## config.mk

```make
export PLATFORM = sky130hd
export DESIGN_NAME = layer_tile_scheduler
export DESIGN_NICKNAME = d
export VERILOG_FILES = /design/src/rtl/layer_tile_scheduler_pkg.sv /design/src/rtl/layer_tile_scheduler_index.sv /design/src/rtl/layer_tile_scheduler.sv
export SDC_FILE = /design/constraint.sdc
export NUM_CORES = 1
export LEC_CHECK = 0
export BUFFER_PORTS_ARGS = -buffer_cell sky130_fd_sc_hd__buf_2
export CAP_MARGIN = 30
export CELL_PAD_IN_SITES_DETAIL_PLACEMENT = 0
export CELL_PAD_IN_SITES_GLOBAL_PLACEMENT = 1
export CORE_MARGIN = 1.5
export CORE_UTILIZATION = 41
export CTS_CLUSTER_SIZE = 16
export DETAILED_ROUTE_END_ITERATION = 16
export PLACE_DENSITY = 0.81
export SETUP_SLACK_MARGIN = 0.5
export SYNTH_ARGS = -nofsm -noshare
export SYNTH_HDL_FRONTEND = slang
export SYNTH_SLANG_ARGS = --single-unit
```

## constraint.sdc

```tcl
create_clock -name clk -period 3.5 [get_ports clk]
set_input_delay 0.175 -clock clk [delete_from_list [all_inputs] [get_ports clk]]
set_output_delay 0.175 -clock clk [all_outputs]
set_load 0.005 [all_outputs]
```

## src/rtl/layer_tile_scheduler_pkg.sv

```systemverilog
// Shared definitions for the layer tile scheduler:
// FSM encoding and default dimensions.
package layer_tile_scheduler_pkg;
  localparam int DIM_W = 8;
  localparam int MAX_OUTSTANDING = 2;

  typedef enum logic [1:0] {
    S_IDLE  = 2'd0,
    S_ISSUE = 2'd1,
    S_DRAIN = 2'd2,
    S_DONE  = 2'd3
  } state_e;
endpackage

```

## src/rtl/layer_tile_scheduler_index.sv

```systemverilog
// Three-level nested tile index counter.
// c is innermost, then w, then h.
module tile_index_counter #(
  parameter int DIM_W = 8
) (
  input  logic             clk,
  input  logic             rst,
  input  logic             i_clr,
  input  logic             i_adv,
  input  logic [DIM_W-1:0] i_cfg_h,
  input  logic [DIM_W-1:0] i_cfg_w,
  input  logic [DIM_W-1:0] i_cfg_c,
  output logic [DIM_W-1:0] o_h,
  output logic [DIM_W-1:0] o_w,
  output logic [DIM_W-1:0] o_c,
  output logic             o_last
);
  logic [DIM_W-1:0] r_h;
  logic [DIM_W-1:0] r_w;
  logic [DIM_W-1:0] r_c;
  logic             w_h_end;
  logic             w_w_end;
  logic             w_c_end;

  assign w_h_end = (r_h == i_cfg_h - DIM_W'(1));
  assign w_w_end = (r_w == i_cfg_w - DIM_W'(1));
  assign w_c_end = (r_c == i_cfg_c - DIM_W'(1));

  always_ff @(posedge clk) begin
    if (rst || i_clr) begin
      r_h <= '0;
      r_w <= '0;
      r_c <= '0;
    end else if (i_adv) begin
      if (!w_c_end) begin
        r_c <= r_c + DIM_W'(1);
      end else begin
        r_c <= '0;
        if (!w_w_end) begin
          r_w <= r_w + DIM_W'(1);
        end else begin
          r_w <= '0;
          r_h <= w_h_end ? '0 : r_h + DIM_W'(1);
        end
      end
    end
  end

  assign o_h    = r_h;
  assign o_w    = r_w;
  assign o_c    = r_c;
  assign o_last = w_h_end && w_w_end && w_c_end;
endmodule

```

## src/rtl/layer_tile_scheduler.sv

```systemverilog
// Walks one layer's tile space and issues credit-limited
// tile requests to the compute engine.
module layer_tile_scheduler #(
  parameter int DIM_W = layer_tile_scheduler_pkg::DIM_W,
  parameter int MAX_OUTSTANDING =
    layer_tile_scheduler_pkg::MAX_OUTSTANDING,
  parameter int CNT_W = 4
) (
  input  logic             clk,
  input  logic             rst,
  input  logic             start_i,
  input  logic [DIM_W-1:0] cfg_tiles_h_i,
  input  logic [DIM_W-1:0] cfg_tiles_w_i,
  input  logic [DIM_W-1:0] cfg_tiles_c_i,
  output logic             tile_valid_o,
  input  logic             tile_ready_i,
  output logic [DIM_W-1:0] tile_h_o,
  output logic [DIM_W-1:0] tile_w_o,
  output logic [DIM_W-1:0] tile_c_o,
  output logic             tile_last_o,
  input  logic             tile_done_i,
  output logic             busy_o,
  output logic             done_o,
  output logic             err_o
);
  import layer_tile_scheduler_pkg::*;

  state_e           r_state;
  state_e           w_state_nxt;
  logic [DIM_W-1:0] r_cfg_h;
  logic [DIM_W-1:0] r_cfg_w;
  logic [DIM_W-1:0] r_cfg_c;
  logic [CNT_W-1:0] r_out;
  logic [CNT_W-1:0] w_out_nxt;
  logic             r_err;
  logic             w_start;
  logic             w_zero;
  logic             w_hs;
  logic             w_dec;
  logic             w_last;

  assign w_start = (r_state == S_IDLE) && start_i;
  assign w_zero  = (cfg_tiles_h_i == '0) ||
                   (cfg_tiles_w_i == '0) ||
                   (cfg_tiles_c_i == '0);

  // Credit check uses the registered count only.
  assign tile_valid_o = (r_state == S_ISSUE) &&
    (r_out < CNT_W'(MAX_OUTSTANDING));
  assign w_hs  = tile_valid_o && tile_ready_i;
  assign w_dec = tile_done_i && (r_out != '0);

  always_comb begin
    w_out_nxt = r_out;
    if (w_hs && !w_dec) begin
      w_out_nxt = r_out + CNT_W'(1);
    end else if (!w_hs && w_dec) begin
      w_out_nxt = r_out - CNT_W'(1);
    end
  end

  always_comb begin
    w_state_nxt = r_state;
    unique case (r_state)
      S_IDLE: begin
        if (start_i) begin
          w_state_nxt = w_zero ? S_DONE : S_ISSUE;
        end
      end
      S_ISSUE: begin
        if (w_hs && w_last) begin
          w_state_nxt = S_DRAIN;
        end
      end
      S_DRAIN: begin
        if (w_out_nxt == '0) begin
          w_state_nxt = S_DONE;
        end
      end
      S_DONE:  w_state_nxt = S_IDLE;
      default: w_state_nxt = S_IDLE;
    endcase
  end

  always_ff @(posedge clk) begin
    if (rst) begin
      r_state <= S_IDLE;
      r_cfg_h <= '0;
      r_cfg_w <= '0;
      r_cfg_c <= '0;
      r_out   <= '0;
      r_err   <= 1'b0;
    end else begin
      r_state <= w_state_nxt;
      r_out   <= w_out_nxt;
      if (w_start) begin
        r_cfg_h <= cfg_tiles_h_i;
        r_cfg_w <= cfg_tiles_w_i;
        r_cfg_c <= cfg_tiles_c_i;
        r_err   <= 1'b0;
      end else if (tile_done_i && r_out == '0) begin
        r_err <= 1'b1;
      end
    end
  end

  tile_index_counter #(
    .DIM_W (DIM_W)
  ) u_idx (
    .clk     (clk),
    .rst     (rst),
    .i_clr   (w_start),
    .i_adv   (w_hs),
    .i_cfg_h (r_cfg_h),
    .i_cfg_w (r_cfg_w),
    .i_cfg_c (r_cfg_c),
    .o_h     (tile_h_o),
    .o_w     (tile_w_o),
    .o_c     (tile_c_o),
    .o_last  (w_last)
  );

  assign tile_last_o = tile_valid_o && w_last;
  assign busy_o      = (r_state != S_IDLE);
  assign done_o      = (r_state == S_DONE);
  assign err_o       = r_err;
endmodule

```

* Word-level counts from Yosys, hierarchy flattened
Index checks and enable logic that the tools add are counted.
** Cells by class
- Multiplexer cells :: 10
- Reductions and logical operators :: 28
- Equal/unequal tests :: 9
- Multipliers :: 0
- Divide/modulo/power cells :: 0
- Order comparisons :: 1
- Shift-type cells :: 0
- Bitwise logic cells :: 0
- Add/sub/neg operators :: 8
** Operator list (count)
- 8-bit by 1-bit adder with 8-bit output, second input constant :: 3
- 8-bit equality test :: 3
- 8-bit logical NOT :: 3
- 8-bit two-way mux :: 3
- 8-bit by 1-bit subtractor with 8-bit output, second input constant :: 3
- 1-bit logical AND :: 11
- 4-bit logical NOT :: 2
- 2-bit two-way mux :: 4
- 4-bit two-way mux :: 2
- 2-bit one-hot mux with 4 select lines :: 1
- 3-bit AND reduction :: 2
- 4-bit by 1-bit adder with 4-bit output, second input constant :: 1
- 2-bit equality test, second input constant :: 2
- 4-bit by 2-bit < comparator with 1-bit output, second input constant :: 1
- 2-bit != test, second input constant :: 2
- 4-bit nonzero test :: 1
- 4-bit by 1-bit subtractor with 4-bit output, second input constant :: 1
- 1-bit logical OR :: 3
- 2-bit by 1-bit equality test with 1-bit output, second input constant :: 1
- 1-bit logical NOT :: 2
- 2-bit logical NOT :: 1
- 2-bit by 1-bit != test with 1-bit output, second input constant :: 1
- 2-bit AND reduction :: 1
- 2-bit nonzero test :: 1
- 2-bit OR reduction :: 1
** Word-level totals
- Flip-flop bits (word level) :: 55
- Output and inout port bits :: 29
- Logic and storage cells :: 65
- Bits in latches :: 0
- Memories :: 0
- Memory bits (read-only) :: 0
- Input bits :: 29
- Bits in writable memories :: 0

* Logic depth before layout (Yosys ltp)
- Depth after elaboration :: 10
- Depth in mapped cells :: 12
- Depth with buffers taken out :: 9

* Cells and area by module
A second synthesis with hierarchy kept.
** Unflattened totals
- Cells, all modules :: 427
- Area, all modules :: 3404.5 sq um
** By module, submodules not included
- tile_index_counter :: cells an instance 237, sequential area each 480.5 sq um, area each 1896.8 sq um, times used 1
- layer_tile_scheduler :: cells an instance 190, sequential area each 620.6 sq um, area each 1507.7 sq um, times used 1

* Worst setup path after synthesis
No wires, ideal clock.
- Path type :: register to register
- From :: reg r_state[1]
- To :: reg r_state[1]
- Path slack :: 0.707 ns
- Cell stages (with the launch flop) :: 11
- Period minus slack after synthesis :: 2.793 ns
- Setup time :: 0.072 ns
- Required time :: 3.428 ns
- Buffers on the path :: 1
- Arrival time :: 2.721 ns
- Cell sequence :: dfxtp_1 inv_1 ha_1 or4b_2 clkbuf_1 a211oi_1 a22oi_1 xor2_1 a31oi_1 a211oi_1 mux2i_1
** On the way
- Cells in the longest elaborated chain, start to end :: 10
- Elaborated cells on any way between the ends :: 18
- Classes of those cells :: eq/ne: 6; mux: 3; reduce/logical: 9
** RTL lines
- from (decl) :: line layer_tile_scheduler.sv:28 : state_e r_state;
- from (signal assigned) :: line layer_tile_scheduler.sv:94 : r_state <= w_state_nxt;
- 2-bit by 1-bit equality test with 1-bit output :: line layer_tile_scheduler.sv:48, layer_tile_scheduler.sv:64
- 1-bit logical AND :: line layer_tile_scheduler.sv:48 : assign tile_valid_o = (r_state == S_ISSUE) &&
- 1-bit logical AND :: line layer_tile_scheduler.sv:50 : assign w_hs = tile_valid_o && tile_ready_i;
- 1-bit logical NOT :: line layer_tile_scheduler.sv:57 : end else if (!w_hs && w_dec) begin
- 1-bit logical AND :: line layer_tile_scheduler.sv:57
- 4-bit two-way mux :: line layer_tile_scheduler.sv:57
- 4-bit two-way mux :: line layer_tile_scheduler.sv:55 : if (w_hs && !w_dec) begin
- 4-bit logical NOT :: line layer_tile_scheduler.sv:76 : if (w_out_nxt == '0) begin
- 2-bit != test (no source line)
- 3-bit AND reduction (no source line)
Several ways; a longest one is shown, not always the timed one.
A chain may end at the register's enable or synchronous reset.

* Worst setup path in the final report
- From :: reg r_cfg_c[2]
- To :: reg r_state[0]
** On the way
- Cells in the longest elaborated chain, start to end :: 6
** RTL lines
- from (decl) :: line layer_tile_scheduler.sv:32 : logic [DIM_W-1:0] r_cfg_c;
- from (signal assigned) :: line layer_tile_scheduler.sv:99 : r_cfg_c <= cfg_tiles_c_i;
- 8-bit by 1-bit subtractor with 8-bit output :: line layer_tile_scheduler_index.sv:27 : assign w_c_end = (r_c == i_cfg_c - DIM_W'(1));
- 8-bit equality test :: line layer_tile_scheduler_index.sv:27
- 1-bit logical AND :: line layer_tile_scheduler_index.sv:52 : assign o_last = w_h_end && w_w_end && w_c_end;
- 1-bit logical AND :: line layer_tile_scheduler.sv:71 : if (w_hs && w_last) begin
- 2-bit by 1-bit != test with 1-bit output (no source line)
- 3-bit AND reduction (no source line)
Every way passes these cells.

==> impl_metrics.tcl <==
set metrics [dict create \
    hold_buffers 0 \
    holdWs_ns 0.0977 \
    first_global_vias 2790 \
    grt_remaining_overflow 0 \
    die_height_microns 92.9 \
    start_kind "flop" \
    hold_path.class "in2reg" \
    std_cell_rows 32 \
    die_w_microns 92.9 \
    gr-usage-met3_pct 2.79 \
    power_density_mw_per_mm2 590 \
    ant_nets 0 \
    synthCells 416 \
    crit_fanout 10 \
    dr.pass1.iters 4 \
    cts_buffers 5 \
    dpl_cell_area_sq_mm 0.00363 \
    core-area_sq_mm 0.00777 \
    ioPinCount 58 \
    p_leak_nw 1.58 \
    synthDistinctLibCells 56 \
    layout_min_cycle_time_ns 2.85 \
    grt_max_degree 34 \
    avgRoutedWirePerCell_microns 14.1 \
    worst_pin_slew_ns 0.866 \
    fin_nets 508 \
    vdd_drop_max_uv 346 \
    timing.final.crit_share_pct 81.5 \
    num_vias 3078 \
    final_cells 568 \
    cts_max_path_buffers 2 \
    synth_area_sq_mm 0.00331 \
    h-tree-depth 2 \
    gp_congestion 0.847 \
    post-place-cells 557 \
    final_area_sq_mm 0.00380 \
    rsz0062_at_grt "false" \
    async_flop_share_pct 0 \
    busiest_layer "met2" \
    wl_microns 8000 \
    endpoint_kind "flop" \
    syn_area_per_cell_sq_um 7.96 \
    drc 0 \
    grtUsageMet2_pct 31.5 \
    clk_pin_slew_ns 0.10 \
    use_met1_pct 25.5 \
    clockRootBuffer "clkbuf_8" \
    pre_cts_slack_ns 0.416 \
    finClkSkew_ns 0.00854 \
    grt_usage_pct 18.9 \
    worstRegToRegCells 7 \
    hpwlAfterDp_microns 6010 \
    finalHoldViolCount 0 \
    worstSkewPairLatency_ns 0.31 \
    crit_arrival_ns 3.07 \
    finalWorstSetupSlack_ns 0.649 \
    synth_fp_nets 459 \
    fmax_mhz 351 \
    antenna_found_initial 0 \
    viasPerCell 5.42 \
    n_antenna_cell 0 \
    initial_core_util_pct 42.6 \
    die_area_sq_mm 0.00863 \
    ys_seq_area_share_pct 33.2 \
    dominantRegCellSynth "dfxtp_1" \
    setup_tns_ns 0 \
    syn_to_final_growth_pct 14.7 \
    cts_sinks 55 \
    drt_iter0_markers 142 \
    drv_cap 0 \
    status "finished clean" \
    required_ns 3.72 \
    port-buffer-count 57 \
    yosysWarnings 0 \
    grt_pass1_wl_microns 13200 \
    drive_above_1_share_pct 18.5 \
    cts_tree "yes" \
    worstSetupPathType "reg2reg" \
    hold_depth 3 \
    slew_violations 0 \
    setup_viol 0 \
    synth_edf_count 0 \
    ys_seq_elements 55 \
    slew_headroom_pct 42.1 \
]
[registers in the layout, summed over array words and instances, names as in the netlist]
register	count
r_out	4
r_cfg_c	8
r_state	2
u_idx.o_c	8
u_idx.o_h	8
u_idx.o_w	8
err_o	1
r_cfg_w	8
r_cfg_h	8
[logic make-up (layout without fill, tap and decap cells)]
| logic type | Yosys count | after routing | synth area share [%] |
|---|---|---|---|
| flip-flops | 55 | 55 | 33.2 |
| AO/OA/AOI/OAI | 87 | 87 | 17.7 |
| AND/OR/NAND/NOR | 176 | 176 | 26.0 |
| buffers and inverters | 40 | 90 | 5.55 |
| XOR/XNOR | 41 | 41 | 11.4 |
| adder cells (fa/ha/maj) | 14 | 14 | 5.29 |
| multiplexers | 3 | 3 | 0.907 |
[timing repair]
| action | 4_1_cts | 5_1_grt |
|---|---|---|
| pin swaps | 0 | 1 |
| buffers inserted | 0 | 2 |
| endpoints found under the setup margin | 3 | 8 |
| resized for setup | 2 | 5 |
| hold endpoints to repair | 0 | 0 |
[cells in the mapped netlist (all sizes together) (9+ instances only)]
cell    number  area [sq um]
a21oi       38           190
clkbuf      11          41.3
dfxtp       55          1100
ha          14           175
inv         21          78.8
nand2       70           270
nand4       16           100
nor2        36           138
nor3        14          70.1
or4          9          75.1
xnor2       16           140
xor2        24           210
[cell type report]
type | instances | area, sq um
clock buffer | 6 | 82.6
fill | 803 | 3970
timing repair buffer | 61 | 323
multi-input combinational | 321 | 2050
tap | 102 | 128
clock inverter | 2 | 35.0
inverter | 21 | 78.8
sequential | 55 | 1100
[final timing paths]
kind | from | to | slack, ns
worst max-delay path | r_cfg_c[2] | r_state[0] | 0.65
worst max register to register | r_cfg_c[2] | r_state[0] | 0.65
worst min-delay path | cfg_tiles_w_i[0] | r_cfg_w[0] | 0.1
worst min register to register | r_cfg_c[7] | r_cfg_c[7] | 0.48
[routing by layer]
layer	routed length (microns)	part of all wire, %
met2	3740	47
met1	3760	47
met3	393	4.9
met5	0	0
met4	98	1.2
[metrics by stage]
step / utilization, % / power, mW
2_1_floorplan: - / 1.56
3_3_place_gp: 46.7 / 1.75
3_5_place_dp: 46.7 / 1.77
4_1_cts: 48.3 / 2.22
5_1_grt: 48.9 / 2.41
6_report: 48.9 / 2.24
[cells in the final DEF (no fill, tap or decap), types with 3 or more instances in the layout]
cell | netlist | layout
xor2_1 | 24 | 24
a211oi_1 | 7 | 5
a21oi_1 | 38 | 38
inv_1 | 21 | 21
mux2i_1 | 3 | 3
xnor2_1 | 16 | 16
or4_1 | 7 | 7
buf_4 | 1 | 3
and3_1 | 3 | 3
nand3_1 | 6 | 6
o21ai_0 | 4 | 4
nor2_1 | 35 | 35
o211ai_1 | 3 | 3
dfxtp_1 | 55 | 54
nor3_1 | 14 | 14
o31ai_1 | 6 | 6
ha_1 | 14 | 14
o21bai_1 | 4 | 4
nand4_1 | 16 | 16
nor4_1 | 8 | 7
nand2_1 | 69 | 69
clkbuf_8 | 0 | 6
buf_2 | 0 | 57
[worst max-delay path, stage by stage (launching register included)]
cell	delay, ns
dfxtp_1	0.38
or4_4	0.56
or4_4	0.50
a22oi_2	0.18
and4_4	0.34
nand4_1	0.20
a2111o_1	0.48
o211a_1	0.13
[report_power, final]
group          switching, mW  internal (mW)  leakage, nW
Combinational          0.532          0.424         1.07
Sequential             0.123          0.717        0.448
Clock                  0.212          0.232       0.0612
Total                  0.867           1.37         1.58
Power figures use the tool's default switching activity.
